## src/rtl/flappy_pkg.sv

```systemverilog
// Shared types and dimensions for the flappy game pipeline: game FSM state,
// screen size, default sprite/bar geometry and a saturating score adder.
package flappy_pkg;

  typedef enum logic [1:0] {
    IDLE = 2'd0,
    PLAY = 2'd1,
    DEAD = 2'd2
  } game_state_t;

  localparam int SCREEN_W = 640;
  localparam int SCREEN_H = 480;

  localparam int DEF_BIRD_X    = 160;
  localparam int DEF_BIRD_W    = 24;
  localparam int DEF_BIRD_H    = 24;
  localparam int DEF_BAR_W     = 40;
  localparam int DEF_GAP_HALF  = 60;
  localparam int DEF_Y_FLOOR   = SCREEN_H;
  localparam int DEF_SCORE_MAX = 999;

  // Adds at most two bars' worth of passes and clamps instead of wrapping.
  function automatic logic [9:0] sat_add(input logic [9:0] a,
                                         input logic [1:0] b,
                                         input logic [9:0] max_v);
    logic [10:0] sum;
    sum = {1'b0, a} + {9'b0, b};
    if (sum > {1'b0, max_v}) return max_v;
    return sum[9:0];
  endfunction

endpackage

```

## src/rtl/bar_hit_check.sv

```systemverilog
// Per-bar collision and pass detection. Owns the sticky "passed" flag so each
// bar scores exactly once between wraps.
module bar_hit_check
  import flappy_pkg::*;
#(
  parameter int BIRD_X   = DEF_BIRD_X,
  parameter int BIRD_W   = DEF_BIRD_W,
  parameter int BIRD_H   = DEF_BIRD_H,
  parameter int BAR_W    = DEF_BAR_W,
  parameter int GAP_HALF = DEF_GAP_HALF
) (
  input  logic       clk_25MHz,
  input  logic       reset_n,
  input  logic       enable,
  input  logic [8:0] bird_y,
  input  logic [9:0] x_bar,
  input  logic [8:0] y_gap,
  input  logic       wraps,
  output logic       hit,
  output logic       pass_pulse
);

  logic        passed_q, passed_d;
  logic [10:0] bar_right, bird_right, bird_bottom, gap_top, gap_bottom;
  logic        x_overlap, y_outside;

  // gap_top cannot underflow: the bar generator clamps y_gap to >= 120.
  always_comb begin
    bar_right   = {1'b0, x_bar} + 11'(BAR_W);
    bird_right  = 11'(BIRD_X + BIRD_W);
    bird_bottom = {2'b0, bird_y} + 11'(BIRD_H);
    gap_top     = {2'b0, y_gap} - 11'(GAP_HALF);
    gap_bottom  = {2'b0, y_gap} + 11'(GAP_HALF);

    x_overlap  = (11'(BIRD_X) < bar_right) && ({1'b0, x_bar} < bird_right);
    y_outside  = ({2'b0, bird_y} < gap_top) || (bird_bottom > gap_bottom);
    hit        = x_overlap && y_outside;
    pass_pulse = enable && (bar_right < 11'(BIRD_X)) && !passed_q && !wraps;

    passed_d = passed_q;
    if (wraps) begin
      passed_d = 1'b0;
    end else if (pass_pulse) begin
      passed_d = 1'b1;
    end
  end

  always_ff @(posedge clk_25MHz or negedge reset_n) begin
    if (!reset_n) begin
      passed_q <= 1'b0;
    end else begin
      passed_q <= passed_d;
    end
  end

endmodule

```

## src/rtl/collision_score.sv

```systemverilog
// Game FSM (idle/play/dead), collision detection and saturating score.
// Optional session high score enabled by defining COLLISION_HIGH_SCORE_EN.
module collision_score
  import flappy_pkg::*;
#(
  parameter int BIRD_X    = DEF_BIRD_X,
  parameter int BIRD_W    = DEF_BIRD_W,
  parameter int BIRD_H    = DEF_BIRD_H,
  parameter int BAR_W     = DEF_BAR_W,
  parameter int GAP_HALF  = DEF_GAP_HALF,
  parameter int Y_FLOOR   = DEF_Y_FLOOR,
  parameter int SCORE_MAX = DEF_SCORE_MAX
) (
  input  logic       clk_25MHz,
  input  logic       reset_n,
  input  logic       game_start,
  input  logic       restart,
  input  logic [8:0] bird_y,
  input  logic [9:0] x_bar0,
  input  logic [9:0] x_bar1,
  input  logic [8:0] y_gap0,
  input  logic [8:0] y_gap1,
  input  logic       wraps0,
  input  logic       wraps1,
  output logic       lose,
  output logic [9:0] score,
  output logic [9:0] best_score,
  output logic [1:0] state_o
);

  game_state_t state_q, state_d;
  logic [9:0]  score_q, score_d;
  logic        lose_q, lose_d;
  logic        in_play, hit0, hit1, pass0, pass1, floor_hit, any_hit;
  logic [10:0] bird_bottom;

  assign in_play = (state_q == PLAY);

  bar_hit_check #(
    .BIRD_X(BIRD_X), .BIRD_W(BIRD_W), .BIRD_H(BIRD_H),
    .BAR_W(BAR_W), .GAP_HALF(GAP_HALF)
  ) u_bar0 (
    .clk_25MHz (clk_25MHz),
    .reset_n   (reset_n),
    .enable    (in_play),
    .bird_y    (bird_y),
    .x_bar     (x_bar0),
    .y_gap     (y_gap0),
    .wraps     (wraps0),
    .hit       (hit0),
    .pass_pulse(pass0)
  );

  bar_hit_check #(
    .BIRD_X(BIRD_X), .BIRD_W(BIRD_W), .BIRD_H(BIRD_H),
    .BAR_W(BAR_W), .GAP_HALF(GAP_HALF)
  ) u_bar1 (
    .clk_25MHz (clk_25MHz),
    .reset_n   (reset_n),
    .enable    (in_play),
    .bird_y    (bird_y),
    .x_bar     (x_bar1),
    .y_gap     (y_gap1),
    .wraps     (wraps1),
    .hit       (hit1),
    .pass_pulse(pass1)
  );

  assign bird_bottom = {2'b0, bird_y} + 11'(BIRD_H);
  assign floor_hit   = (bird_bottom >= 11'(Y_FLOOR));
  assign any_hit     = hit0 || hit1 || floor_hit;

  // A hit outranks both a pass and a dropped game_start in the same cycle.
  always_comb begin
    state_d = state_q;
    score_d = score_q;
    lose_d  = lose_q;
    case (state_q)
      IDLE: begin
        score_d = '0;
        lose_d  = 1'b0;
        if (game_start) state_d = PLAY;
      end
      PLAY: begin
        if (any_hit) begin
          state_d = DEAD;
          lose_d  = 1'b1;
        end else if (!game_start) begin
          state_d = IDLE;
          score_d = '0;
          lose_d  = 1'b0;
        end else begin
          score_d = sat_add(score_q, {1'b0, pass0} + {1'b0, pass1}, 10'(SCORE_MAX));
        end
      end
      DEAD: begin
        lose_d = 1'b1;
        if (restart) begin
          state_d = IDLE;
          score_d = '0;
          lose_d  = 1'b0;
        end
      end
      default: begin
        state_d = IDLE;
        score_d = '0;
        lose_d  = 1'b0;
      end
    endcase
  end

  always_ff @(posedge clk_25MHz or negedge reset_n) begin
    if (!reset_n) begin
      state_q <= IDLE;
      score_q <= '0;
      lose_q  <= 1'b0;
    end else begin
      state_q <= state_d;
      score_q <= score_d;
      lose_q  <= lose_d;
    end
  end

`ifdef COLLISION_HIGH_SCORE_EN
  logic [9:0] best_q, best_d;

  // Score is frozen on the dying edge, so score_q is the final score.
  always_comb begin
    best_d = best_q;
    if (in_play && (state_d == DEAD) && (score_q > best_q)) best_d = score_q;
  end

  always_ff @(posedge clk_25MHz or negedge reset_n) begin
    if (!reset_n) begin
      best_q <= '0;
    end else begin
      best_q <= best_d;
    end
  end

  assign best_score = best_q;
`else
  assign best_score = '0;
`endif

  assign lose    = lose_q;
  assign score   = score_q;
  assign state_o = state_q;

endmodule

```

## config.mk

```make
export PLATFORM = sky130hd
export DESIGN_NAME = collision_score
export DESIGN_NICKNAME = d
export VERILOG_FILES = /design/src/rtl/flappy_pkg.sv /design/src/rtl/bar_hit_check.sv /design/src/rtl/collision_score.sv
export SDC_FILE = /design/constraint.sdc
export NUM_CORES = 1
export LEC_CHECK = 0
export BUFFER_PORTS_ARGS = -buffer_cell sky130_fd_sc_hd__buf_2
export CORE_UTILIZATION = 30
export DETAILED_ROUTE_END_ITERATION = 10
export PLACE_DENSITY = 0.59
export SLEW_MARGIN = 20
export SYNTH_ARGS = -nofsm -noshare
export SYNTH_HDL_FRONTEND = slang
export SYNTH_HIERARCHICAL = 1
export SYNTH_SLANG_ARGS = --single-unit
```

## constraint.sdc

```tcl
create_clock -name clk_25MHz -period 3.45 [get_ports clk_25MHz]
set_clock_uncertainty 0.2 [all_clocks]
set_input_delay 0.5175 -clock clk_25MHz [delete_from_list [all_inputs] [get_ports clk_25MHz]]
set_output_delay 0.5175 -clock clk_25MHz [all_outputs]
set_load 0.1 [all_outputs]
```

==> flow_summary.yaml <==
setup_path:
  start_kind: "input port"
  worstReg2RegStart: "state_o[1]$_DFFE_PN0P_"
  cp-startpoint: "bird_y[3]"
  crit_fanout: 4
  crit_type: "input port to flip-flop"
  arrival_ns: 3.29
  r2r_slack_ns: 0.16
  crit_end: "score[3]$_DFFE_PN0P_"
  rr_worst_depth: 13
  r2r-end: "score[3]$_DFFE_PN0P_"
  worstSetupEndpointType: "flip-flop"
  crit_required_ns: 3.45
clocking:
  root_buffer: "clkbuf_8"
  cts_max_path_buffers: 2
  cts_tree: "built"
  clkSinkCount: 15
  clkTransAtPathRegs_ns: 0.07
  cts_htree_levels: 1
  cts_buffers: 3
  insertion_delay_ns: 0.25
timing:
  tightest_slew_ns: 0.714
  slew_viol_final: 0
  hold_viol_final: 0
  fin_ws_ns: 0.157
  final.period_utilization_pct: 95.5
  rsz0062_at_grt: "yes"
  hold_slack_ns: 0.229
  slew_headroom_pct: 52.0
  fmax_mhz: 304
  period_needed_ns: 3.29
  setup_viol: 0
synth:
  syn_avg_cell_area_um2: 7.70
  synth-main-ff-cell: "dfrtp_1"
  synth_xor_area_share_pct: 10.3
  synthDistinctLibCells: 52
  synthCells: 341
  yosysTopAreaCellShare_pct: 21.4
  synth_mux_area_share_pct: 0
  yosysMostFrequentCell: "ha_1"
  yosys_warnings: 6
  synth-simple-area-share_pct: 21.1
  ys_seq_area_share_pct: 14.3
  yosysTopAreaCell: "ha_1"
  synth_edf_count: 0
  ys_seq_elements: 15
  async_flop_share_pct: 100
  synth_common_cells: "45 x ha_1, 32 x inv_1, 28 x nand2_1"
  synth_compound_area_share_pct: 22.8
  synth_area_leaders: "ha_1 21%, dfrtp_1 14%, xnor2_1 7.0%, inv_1 4.6%, nand2_1 4.0%"
  yosys.area_share.adder_pct: 22.2
  syn-cell-area_um2: 2630
  synth_top_family_by_area: "compound AO/OA/AOI/OAI gates"
detailed_routing:
  dr.pass1.iters: 4
  wirelength_mm: 7.43
  vias: 2837
  drtAntennaViolNets: 0
  avgViaCountPerCell: 5.06
  wl_per_cell_um: 13.2
  drcViolationCount: 0
  drtIter0Drc: 80
global_route:
  grt_pass1_wl_mm: 11.6
  antenna_found_initial: 0
  track_usage_pct: 15.9
  grt_start_max_net_pins: 16
  gr-total-overflow: 0
  grt_pass1_vias: 2610
power:
  p_sw_share_pct: 48.6
  power.total_uw: 1040
  p_int_uw: 533
  switchingPower_uw: 504
  powerDensity_nw_per_um2: 292
  seqPwrFrac_pct: 20.0
  irDropWorstVdd_mv: 0.158
  leakage_uw: 0.00173
  comb_power_share_pct: 65.8
  power.share.clock_pct: 14.2
layout:
  fillers: 873
  antenna_cells: 0
  syn_to_final_growth_pct: 35.1
  finish.utilization_pct: 42.5
  layout.nets: 556
  layout-drive-gt1-share_pct: 32.2
die:
  rows: 33
  dieHeight_um: 95.6
  io_pins: 76
  design.die.area_um2: 9130
  core_um2: 8340
  die_w_um: 95.6
  start_util_pct: 31.5
worst_hold_path:
  hp-class: "input port to flip-flop"
run_status:
  status: "completed"
place:
  post-dp-hpwl_mm: 6.15
  globalplace.congestion: 0.912
  dp_slack_ns: -0.334
  port_buffers: 65
run:
  maxCapViolations: 0
[power groups by stage]
stage                     logic, µW  registers (µW)  clock network, µW
final                           683             207                147
after global routing            746             210                159
after CTS                       644             207                148
after detailed placement        637             211                  0
after global placement          620             210                  0
after floorplan                 351             297                  0
[area by class of cell]
type	count	area, µm²	share of cell area (%)
repair buffers	122	772	21.8
flip-flops and latches	15	378	10.6
inverters	32	120	3.39
multi-input cells	283	2100	59.2
well taps	105	131	3.70
clock buffers	4	45.0	1.27
[registers in the layout (all words and copies together), names as in the netlist]
signal / flops
score: 10
state_o: 2
lose: 1
u_bar0/passed_q: 1
u_bar1/passed_q: 1
[critical path, cell delays in order]
cell	delay, ns
buf_2	0.11
inv_1	0.06
ha_1	0.21
nor2_2	0.13
and3_1	0.18
ha_1	0.24
a211o_1	0.30
a21oi_1	0.10
o21ai_0	0.08
o21ai_1	0.14
a31oi_2	0.11
o21ai_1	0.15
o311ai_1	0.12
or3_1	0.38
a2111oi_4	0.32
a21o_1	0.12
[worst min-delay path by stage]
stage                                       end  cells past startpoint  slack, ns    start
floorplan                      lose$_DFFE_PN0P_                      0       0.02  reset_n
global placement           score[4]$_DFFE_PN0P_                      1       0.25  reset_n
detailed placement         score[6]$_DFFE_PN0P_                      1       0.25  reset_n
CTS                 u_bar1/passed_q$_DFFE_PN0P_                      2       0.23   wraps1
global route        u_bar1/passed_q$_DFFE_PN0P_                      2       0.23   wraps1
finish              u_bar1/passed_q$_DFFE_PN0P_                      2       0.23   wraps1
[cell usage in the layout (no fill, tap or decap), types with 2 or more instances in the layout]
cell / n
buf_2: 65
buf_4: 54
ha_1: 42
inv_1: 32
nand2_1: 28
xnor2_1: 21
nor2_1: 20
a21oi_1: 20
nand3_1: 17
nand4_1: 13
dfrtp_1: 13
nor3_1: 11
o21ai_0: 10
conb_1: 10
xor2_1: 8
o211ai_1: 7
o21ai_1: 7
nor2b_1: 5
a211o_1: 4
o2111ai_1: 3
a21o_1: 3
o21a_1: 3
ha_2: 3
clkbuf_8: 3
a31oi_1: 3
nor3_2: 2
nand2b_1: 2
a211oi_2: 2
o21ai_2: 2
nand3b_1: 2
a22oi_1: 2
dfrtp_2: 2
nor3b_1: 2
a41oi_1: 2
and3_1: 2
a21oi_2: 2
a221o_1: 2
a311oi_1: 2
[layer usage]
metal | track usage (%) | vias up | share of wire (%)
met3 | 1.44 | 7 | 3.1
met2 | 28.6 | 58 | 51
met1 | 20.5 | 1329 | 45
li1 | - | 1443 | -
met4 | 2.86 | 0 | 0.75
met5 | 0 | - | 0
[cells by family (layout without fill, tap and decap cells)]
logic type      after synthesis  in the layout
fa+ha+maj                    46             46
other cells                   1             10
xor+xnor                     30             30
flops                        15             15
buf+inv                      52            158
simple gates                111            111
compound gates               86             86
[repair_timing]
action                     CTS  global route
hold buffers                 1             0
hold endpoints to repair    15             0
resized for setup            1            14
pin swaps                    0            10
setup buffers                0             5
setup endpoints to repair    7             9
gates cloned                 0             0
[through the flow]
step / setup TNS (ns) / cells / instance area (µm²)
after floorplan: 0 / 350 / 2660
after global placement: -1.70 / 551 / 3380
after detailed placement: -2.75 / 551 / 3380
after CTS: 0 / 556 / 3440
after global routing: -0.0675 / 561 / 3550
final: 0 / 561 / 3550
Note: power is estimated with default switching activity, not from simulation.
